--- config.mk ---
export PLATFORM = sky130hd
export DESIGN_NAME = ber_window_monitor_flat
export DESIGN_NICKNAME = d
export VERILOG_FILES = /design/src/rtl/ber_window_monitor_if.sv /design/src/rtl/ber_window_monitor.sv /design/src/flat_wrapper.sv
export SDC_FILE = /design/constraint.sdc
export NUM_CORES = 1
export LEC_CHECK = 0
export CORE_ASPECT_RATIO = 0.75
export CORE_MARGIN = 2
export CORE_UTILIZATION = 45
export DETAILED_ROUTE_END_ITERATION = 12
export HOLD_SLACK_MARGIN = 0.08
export PLACE_DENSITY = 0.74
export SETUP_SLACK_MARGIN = 0.5
export SLEW_MARGIN = 0
export SYNTH_ARGS = -nofsm -noshare
export SYNTH_HDL_FRONTEND = slang
export SYNTH_SLANG_ARGS = --single-unit
--- constraint.sdc ---
create_clock -name clock -period 8.2 [get_ports clock]
set_input_delay 1.64 -clock clock [delete_from_list [all_inputs] [get_ports clock]]
set_output_delay 1.64 -clock clock [all_outputs]
set_load 0.1 [all_outputs]
--- src/rtl/ber_window_monitor_if.sv ---
// Sample stream, window configuration, report handshake and status flags of the BER window monitor.
// The monitor connects through the slave modport; the host or readout side uses master.
interface ber_window_monitor_if #(
    parameter int unsigned IDX_W = 16
);
    logic             enable;
    logic             err_valid;
    logic [12:0]      err_in;
    logic [24:0]      window_len;
    logic [24:0]      threshold;
    logic             alarm_clr;
    logic             rpt_valid;
    logic             rpt_ready;
    logic [24:0]      rpt_err_cnt;
    logic [31:0]      rpt_err_sum;
    logic [IDX_W-1:0] rpt_idx;
    logic             locked;
    logic             alarm;
    logic             overrun;

    modport master (
        output enable, err_valid, err_in, window_len, threshold, alarm_clr, rpt_ready,
        input  rpt_valid, rpt_err_cnt, rpt_err_sum, rpt_idx, locked, alarm, overrun
    );

    modport slave (
        input  enable, err_valid, err_in, window_len, threshold, alarm_clr, rpt_ready,
        output rpt_valid, rpt_err_cnt, rpt_err_sum, rpt_idx, locked, alarm, overrun
    );
endinterface

--- src/rtl/ber_window_monitor.sv ---
// Windowed bit-error monitor: qualifies sync on a run of clean samples, then reports per-window
// error count and saturating |error| sum over a valid/ready slot, with sticky alarm/overrun flags.
module ber_window_monitor #(
    parameter int unsigned SYNC_GOOD    = 16,
    parameter int unsigned LOSS_WINDOWS = 3,
    parameter int unsigned IDX_W        = 16
) (
    input  logic                 clock,
    input  logic                 reset_n,
    ber_window_monitor_if.slave  bus
);
    localparam int unsigned GOOD_W = $clog2(SYNC_GOOD + 1);
    localparam int unsigned BAD_W  = $clog2(LOSS_WINDOWS + 1);

    typedef enum logic [1:0] {
        ST_IDLE    = 2'd0,
        ST_ACQUIRE = 2'd1,
        ST_ACCUM   = 2'd2
    } state_t;

    state_t             r_state;
    state_t             w_state_next;

    logic [GOOD_W-1:0]  r_good_cnt;
    logic [BAD_W-1:0]   r_bad_run;
    logic [24:0]        r_len;
    logic [24:0]        r_smp_cnt;
    logic [24:0]        r_err_cnt;
    logic [31:0]        r_err_sum;
    logic [IDX_W-1:0]   r_idx;

    logic               r_rpt_valid;
    logic [24:0]        r_rpt_err_cnt;
    logic [31:0]        r_rpt_err_sum;
    logic [IDX_W-1:0]   r_rpt_idx;
    logic               r_locked;
    logic               r_alarm;
    logic               r_overrun;

    logic               w_sample;
    logic               w_nonzero;
    logic [13:0]        w_err_ext;
    logic [13:0]        w_abs;
    logic [32:0]        w_sum_wide;
    logic [31:0]        w_sum_next;
    logic [24:0]        w_cnt_next;
    logic [24:0]        w_smp_next;
    logic [24:0]        w_len_in;
    logic [GOOD_W-1:0]  w_good_next;
    logic [BAD_W-1:0]   w_bad_next;
    logic               w_in_acq;
    logic               w_in_accum;
    logic               w_sync_hit;
    logic               w_close;
    logic               w_bad;
    logic               w_loss;
    logic               w_slot_free;
    logic               w_load;
    logic               w_drop;

    assign w_sample   = bus.err_valid;
    assign w_nonzero  = |bus.err_in;
    assign w_in_acq   = (r_state == ST_ACQUIRE) && bus.enable;
    assign w_in_accum = (r_state == ST_ACCUM) && bus.enable;

    // 14-bit magnitude so that -4096 maps to +4096 without wrapping
    assign w_err_ext  = {bus.err_in[12], bus.err_in};
    assign w_abs      = bus.err_in[12] ? (~w_err_ext + 14'd1) : w_err_ext;
    assign w_sum_wide = {1'b0, r_err_sum} + {19'd0, w_abs};
    assign w_sum_next = w_sum_wide[32] ? '1 : w_sum_wide[31:0];
    assign w_cnt_next = r_err_cnt + {24'd0, w_nonzero};
    assign w_smp_next = r_smp_cnt + 25'd1;
    assign w_len_in   = (bus.window_len == '0) ? 25'd1 : bus.window_len;

    assign w_good_next = r_good_cnt + 1'b1;
    assign w_sync_hit  = w_in_acq && w_sample && !w_nonzero &&
                         (w_good_next == GOOD_W'(SYNC_GOOD));

    // The closing sample belongs to the window it closes
    assign w_close     = w_in_accum && w_sample && (w_smp_next == r_len);
    assign w_bad       = w_close && (w_cnt_next > bus.threshold);
    assign w_bad_next  = r_bad_run + 1'b1;
    assign w_loss      = w_bad && (w_bad_next == BAD_W'(LOSS_WINDOWS));

    assign w_slot_free = !r_rpt_valid || bus.rpt_ready;
    assign w_load      = w_close && w_slot_free;
    assign w_drop      = w_close && !w_slot_free;

    always_comb begin
        w_state_next = r_state;
        if (!bus.enable) begin
            w_state_next = ST_IDLE;
        end else begin
            case (r_state)
                ST_IDLE:    w_state_next = ST_ACQUIRE;
                ST_ACQUIRE: if (w_sync_hit) w_state_next = ST_ACCUM;
                ST_ACCUM:   if (w_loss) w_state_next = ST_ACQUIRE;
                default:    w_state_next = ST_IDLE;
            endcase
        end
    end

    always_ff @(posedge clock or negedge reset_n) begin
        if (!reset_n) begin
            r_state <= ST_IDLE;
        end else begin
            r_state <= w_state_next;
        end
    end

    always_ff @(posedge clock or negedge reset_n) begin
        if (!reset_n) begin
            r_good_cnt <= '0;
        end else if (!w_in_acq) begin
            r_good_cnt <= '0;
        end else if (w_sample) begin
            r_good_cnt <= (w_nonzero || w_sync_hit) ? '0 : w_good_next;
        end
    end

    // Window accumulators; anything outside an enabled ACCUM discards the partial window
    always_ff @(posedge clock or negedge reset_n) begin
        if (!reset_n) begin
            r_len     <= '0;
            r_smp_cnt <= '0;
            r_err_cnt <= '0;
            r_err_sum <= '0;
        end else if (w_sync_hit || w_close) begin
            r_len     <= w_len_in;
            r_smp_cnt <= '0;
            r_err_cnt <= '0;
            r_err_sum <= '0;
        end else if (w_in_accum) begin
            if (w_sample) begin
                r_smp_cnt <= w_smp_next;
                r_err_cnt <= w_cnt_next;
                r_err_sum <= w_sum_next;
            end
        end else begin
            r_smp_cnt <= '0;
            r_err_cnt <= '0;
            r_err_sum <= '0;
        end
    end

    always_ff @(posedge clock or negedge reset_n) begin
        if (!reset_n) begin
            r_bad_run <= '0;
            r_idx     <= '0;
        end else begin
            if (w_sync_hit) begin
                r_bad_run <= '0;
            end else if (w_close) begin
                r_bad_run <= (w_bad && !w_loss) ? w_bad_next : '0;
            end
            if (w_close) begin
                r_idx <= r_idx + 1'b1;
            end
        end
    end

    always_ff @(posedge clock or negedge reset_n) begin
        if (!reset_n) begin
            r_rpt_valid   <= 1'b0;
            r_rpt_err_cnt <= '0;
            r_rpt_err_sum <= '0;
            r_rpt_idx     <= '0;
        end else if (w_load) begin
            r_rpt_valid   <= 1'b1;
            r_rpt_err_cnt <= w_cnt_next;
            r_rpt_err_sum <= w_sum_next;
            r_rpt_idx     <= r_idx;
        end else if (bus.rpt_ready) begin
            r_rpt_valid   <= 1'b0;
        end
    end

    // Sticky flags: a set event on the clearing edge wins
    always_ff @(posedge clock or negedge reset_n) begin
        if (!reset_n) begin
            r_alarm   <= 1'b0;
            r_overrun <= 1'b0;
            r_locked  <= 1'b0;
        end else begin
            r_alarm   <= (r_alarm && !bus.alarm_clr) || w_bad;
            r_overrun <= (r_overrun && !bus.alarm_clr) || w_drop;
            r_locked  <= (w_state_next == ST_ACCUM);
        end
    end

    assign bus.rpt_valid   = r_rpt_valid;
    assign bus.rpt_err_cnt = r_rpt_err_cnt;
    assign bus.rpt_err_sum = r_rpt_err_sum;
    assign bus.rpt_idx     = r_rpt_idx;
    assign bus.locked      = r_locked;
    assign bus.alarm       = r_alarm;
    assign bus.overrun     = r_overrun;
endmodule

--- src/flat_wrapper.sv ---
// flat-port wrapper written by rule: the top's interface ports become plain ports
module ber_window_monitor_flat 
#(
    parameter int unsigned SYNC_GOOD    = 16,
    parameter int unsigned LOSS_WINDOWS = 3,
    parameter int unsigned IDX_W        = 16
)
  (clock, reset_n, bus_enable, bus_err_valid, bus_err_in, bus_window_len, bus_threshold, bus_alarm_clr, bus_rpt_ready, bus_rpt_valid, bus_rpt_err_cnt, bus_rpt_err_sum, bus_rpt_idx, bus_locked, bus_alarm, bus_overrun);
  ber_window_monitor_if #(.IDX_W(IDX_W)) bus_i ();
  input  logic clock;
  input  logic reset_n;
  input wire logic [$bits(bus_i.enable)-1:0] bus_enable;
  input wire logic [$bits(bus_i.err_valid)-1:0] bus_err_valid;
  input wire logic [$bits(bus_i.err_in)-1:0] bus_err_in;
  input wire logic [$bits(bus_i.window_len)-1:0] bus_window_len;
  input wire logic [$bits(bus_i.threshold)-1:0] bus_threshold;
  input wire logic [$bits(bus_i.alarm_clr)-1:0] bus_alarm_clr;
  input wire logic [$bits(bus_i.rpt_ready)-1:0] bus_rpt_ready;
  output wire logic [$bits(bus_i.rpt_valid)-1:0] bus_rpt_valid;
  output wire logic [$bits(bus_i.rpt_err_cnt)-1:0] bus_rpt_err_cnt;
  output wire logic [$bits(bus_i.rpt_err_sum)-1:0] bus_rpt_err_sum;
  output wire logic [$bits(bus_i.rpt_idx)-1:0] bus_rpt_idx;
  output wire logic [$bits(bus_i.locked)-1:0] bus_locked;
  output wire logic [$bits(bus_i.alarm)-1:0] bus_alarm;
  output wire logic [$bits(bus_i.overrun)-1:0] bus_overrun;
  assign bus_i.enable = bus_enable;
  assign bus_i.err_valid = bus_err_valid;
  assign bus_i.err_in = bus_err_in;
  assign bus_i.window_len = bus_window_len;
  assign bus_i.threshold = bus_threshold;
  assign bus_i.alarm_clr = bus_alarm_clr;
  assign bus_i.rpt_ready = bus_rpt_ready;
  assign bus_rpt_valid = bus_i.rpt_valid;
  assign bus_rpt_err_cnt = bus_i.rpt_err_cnt;
  assign bus_rpt_err_sum = bus_i.rpt_err_sum;
  assign bus_rpt_idx = bus_i.rpt_idx;
  assign bus_locked = bus_i.locked;
  assign bus_alarm = bus_i.alarm;
  assign bus_overrun = bus_i.overrun;
  ber_window_monitor #(.SYNC_GOOD(SYNC_GOOD), .LOSS_WINDOWS(LOSS_WINDOWS), .IDX_W(IDX_W)) u_core (.clock(clock), .reset_n(reset_n), .bus(bus_i));
endmodule
==> flow_summary.yaml <==
cells_and_area:
  layout_common_cells: "dfrtp_1, clkdlybuf4s50_1, nor3_1"
  layout.nets: 1506
  design_area_um2: 15150
  final_common_cell: "dfrtp_1"
  fin_util_pct: 54.38
  diodes: 0
  final_layout_size_suffix_gt1_share_pct: 11.69
  area_delta_synth_final_pct: 19.35
  fill_cells: 2426
clocking:
  clkSinkCount: 209
  postCtsSetupRepairBufs: 0
  clk_latency_ns: 0.51
  cts_tree: "done"
  numCtsBuffers: 23
  htree_levels: 1
  clockRootBuffer: "clkbuf_16"
  cts_resized: 0
  clk_pin_slew_ns: 0.07
  clockBufferDepth: 3
  cts_hold_buf: 0
yosys:
  synthTopCellsByArea: "dfrtp_1, mux2_2, xor2_1"
  yosysWarnings: 0
  async_flop_share_pct: 100.0
  synth_top_area_cell: "dfrtp_1"
  syn_area_per_cell_um2: 9.923
  syn_area_um2: 12690
  syn_inst: 1279
  ys_seq_area_share_pct: 41.21
  synth_top_area_share_pct: 41.21
  synth_cell_type_count: 73
  yosys_most_used_dff: "dfrtp_1"
  synth_edf_count: 0
  synth_seq_cells: 209
  synth_fp_nets: 1396
floorplanning:
  die_height_um: 149.4
  die_w_um: 197.9
  dieArea_um2: 29580
  ioPinCount: 146
  row_count: 53
  start_util_pct: 45.57
  core_um2: 27850
timing:
  min_period_ns: 7.123
  relSlewSlack_pct: 25.83
  slew_violations: 0
  timing_hold_violations_final: 0
  fmax_mhz: 140.4
  worst_pin_slew_ns: 1.113
  setup_violations: 0
  finalSetupTns_ns: 0
  rsz0062_at_grt: "false"
  clock_skew_ns: 0.01161
  fin_crit_sh_pct: 86.86
placed_design:
  dp_hpwl_mm: 21.47
  gp_congestion: 0.9020
  port_buffers: 145
  post_dp_cell_area_um2: 14390
global_routing:
  overflow: 0
  grt_pass1_vias: 9852
  grt_pass1_wl_mm: 51.03
  grt_usage_pct: 20.99
  antenna_found_initial: 0
  grt_start_max_net_pins: 185
critical_path:
  reg2reg_slack_ns: 3.47
  r2r_end: "u_core.r_state[0]"
  cp.required_ns: 8.64
  critPathKind: "input pin to register"
  crit_arrival_ns: 7.57
  end_kind: "register"
  reg2regPathDepth: 15
  crit_fanout: 6
  critPathLaunch: "bus_err_in[0]"
  worst_r2r_startpoint: "u_core.r_err_cnt[0]"
  cp-endpoint: "u_core.r_state[0]"
  cp-start-kind: "input pin"
route:
  vias: 10190
  vias_per_cell: 5.790
  wl_per_cell_um: 17.68
  drc: 0
  dr.pass1.iters: 5
  ant_nets: 0
  drt_iter0_drc: 848
  finalWirelength_mm: 31.13
outcome:
  status: "complete, no violations"
power_and_ir_drop:
  powerDensity_nw_per_um2: 145.5
  irDropWorstVdd_mv: 0.1162
  power_mw: 2.204
  leakagePower_nw: 6.880
worst_hold_path:
  hold_path.class: "register to register"
run:
  max_cap_violations: 0
layout make-up:
| class | instances | area [µm²] | share of cell area, % |
|---|---|---|---|
| Tap cell | 357 | 446.7 | 2.949 |
| Clock buffer | 25 | 593.1 | 3.915 |
| Sequential cell | 209 | 5230 | 34.53 |
| Clock inverter | 14 | 160.2 | 1.057 |
| Timing Repair Buffer | 160 | 1575 | 10.40 |
| Multi-Input combinational cell | 943 | 6947 | 45.86 |
| Inverter | 52 | 195.2 | 1.289 |
stage by stage:
step / worst slack (ns) / hold WS [ns] / std cells
global route: 0.7012 / 0.5041 / 1760
floorplan: 2.283 / 0.4362 / 1279
finish: 1.077 / 0.4795 / 1760
CTS: 1.158 / 0.4828 / 1760
detailed placement: 0.6101 / 0.4653 / 1721
global placement: 0.8504 / 0.4573 / 1721
flip-flops by register name, summed over array words and instances, names as in the netlist:
| signal | cells |
|---|---|
| u_core.r_err_cnt | 25 |
| u_core.r_bad_run | 2 |
| u_core.r_err_sum | 32 |
| u_core.r_state | 2 |
| u_core.bus.rpt_idx | 16 |
| u_core.bus.rpt_err_cnt | 25 |
| u_core.r_idx | 16 |
| u_core.bus.alarm | 1 |
| u_core.r_len | 25 |
| u_core.r_good_cnt | 5 |
| u_core.r_smp_cnt | 25 |
| u_core.bus.rpt_err_sum | 32 |
| u_core.bus.locked | 1 |
| u_core.bus.overrun | 1 |
| u_core.bus.rpt_valid | 1 |
cell usage after synthesis, types with 4 or more instances:
cell type / number
a211oi_1: 8
a21o_1: 9
a21oi_1: 23
a31oi_1: 8
a41o_1: 5
and2_1: 13
and3_1: 34
and4_1: 12
buf_2: 8
buf_4: 11
clkbuf_1: 53
dfrtp_1: 209
ha_1: 47
inv_1: 52
mux2_1: 11
mux2_2: 91
mux2i_1: 31
nand2_1: 75
nand2b_1: 8
nand3_1: 52
nand4_1: 53
nor2_1: 39
nor2b_1: 7
nor3_1: 92
nor3b_1: 4
nor4_1: 34
o211ai_1: 9
o21a_1: 6
o21ai_0: 47
o21bai_1: 4
o311ai_0: 6
o31ai_1: 7
or2_2: 8
or3_1: 5
xnor2_1: 58
xor2_1: 80
power breakdown:
group / switching [mW] / leakage (nW) / total, mW / internal (mW)
clock network: 0.427 / 0.367 / 1.04 / 0.617
logic: 0.0717 / 3.63 / 0.128 / 0.0559
registers: 0.000168 / 2.88 / 1.03 / 1.03
metal layers:
layer  share of wire (%)  track usage, %  up-vias
li1                    -               -     4889
met1                  49           30.94     4954
met2                  44           32.80      305
met3                 5.6           3.313       43
met4                 1.7           4.248        0
met5                   0               0        -
cell families after synthesis:
logic type                 after synthesis  share of synthesized area (%)
AOI/OAI and AO/OA                      168                          9.199
and+or+nand+nor                        455                          19.59
buffers and inverters                  127                          4.161
other                                    1                        0.02955
xor gates and xnor gates               138                          9.524
adders and majority gates               48                          4.791
muxes                                  133                          11.50
DFF                                    209                          41.21
worst min path at each step:
stage | start | endpoint | slack (ns) | cells past startpoint
after floorplan | u_core.r_idx[15] | u_core.r_idx[15] | 0.44 | 1
after global placement | u_core.r_idx[15] | u_core.r_idx[15] | 0.46 | 1
after detailed placement | u_core.r_idx[15] | u_core.r_idx[15] | 0.47 | 1
after CTS | u_core.r_idx[15] | u_core.r_idx[15] | 0.48 | 1
after global routing | u_core.r_idx[15] | u_core.r_idx[15] | 0.50 | 1
final | u_core.r_idx[15] | u_core.r_idx[15] | 0.48 | 1
worst max-delay path, stage by stage:
cell,delay [ns]
clkdlybuf4s50_1,0.56
inv_1,0.08
ha_1,0.23
nor2b_1,0.15
nand4_1,0.18
nor4_1,0.10
buf_4,0.19
inv_1,0.12
ha_1,0.19
ha_1,0.20
and3_1,0.28
nand4_1,0.22
nor4_1,0.58
and3_1,0.33
nand3_1,0.11
xnor2_1,0.18
ha_1,0.31
nand4_1,0.12
nor4_1,0.39
a31o_2,0.21
o31ai_1,0.10
nor4_1,0.81
a32o_1,0.27
Note: power is estimated with default switching activity, not from simulation.
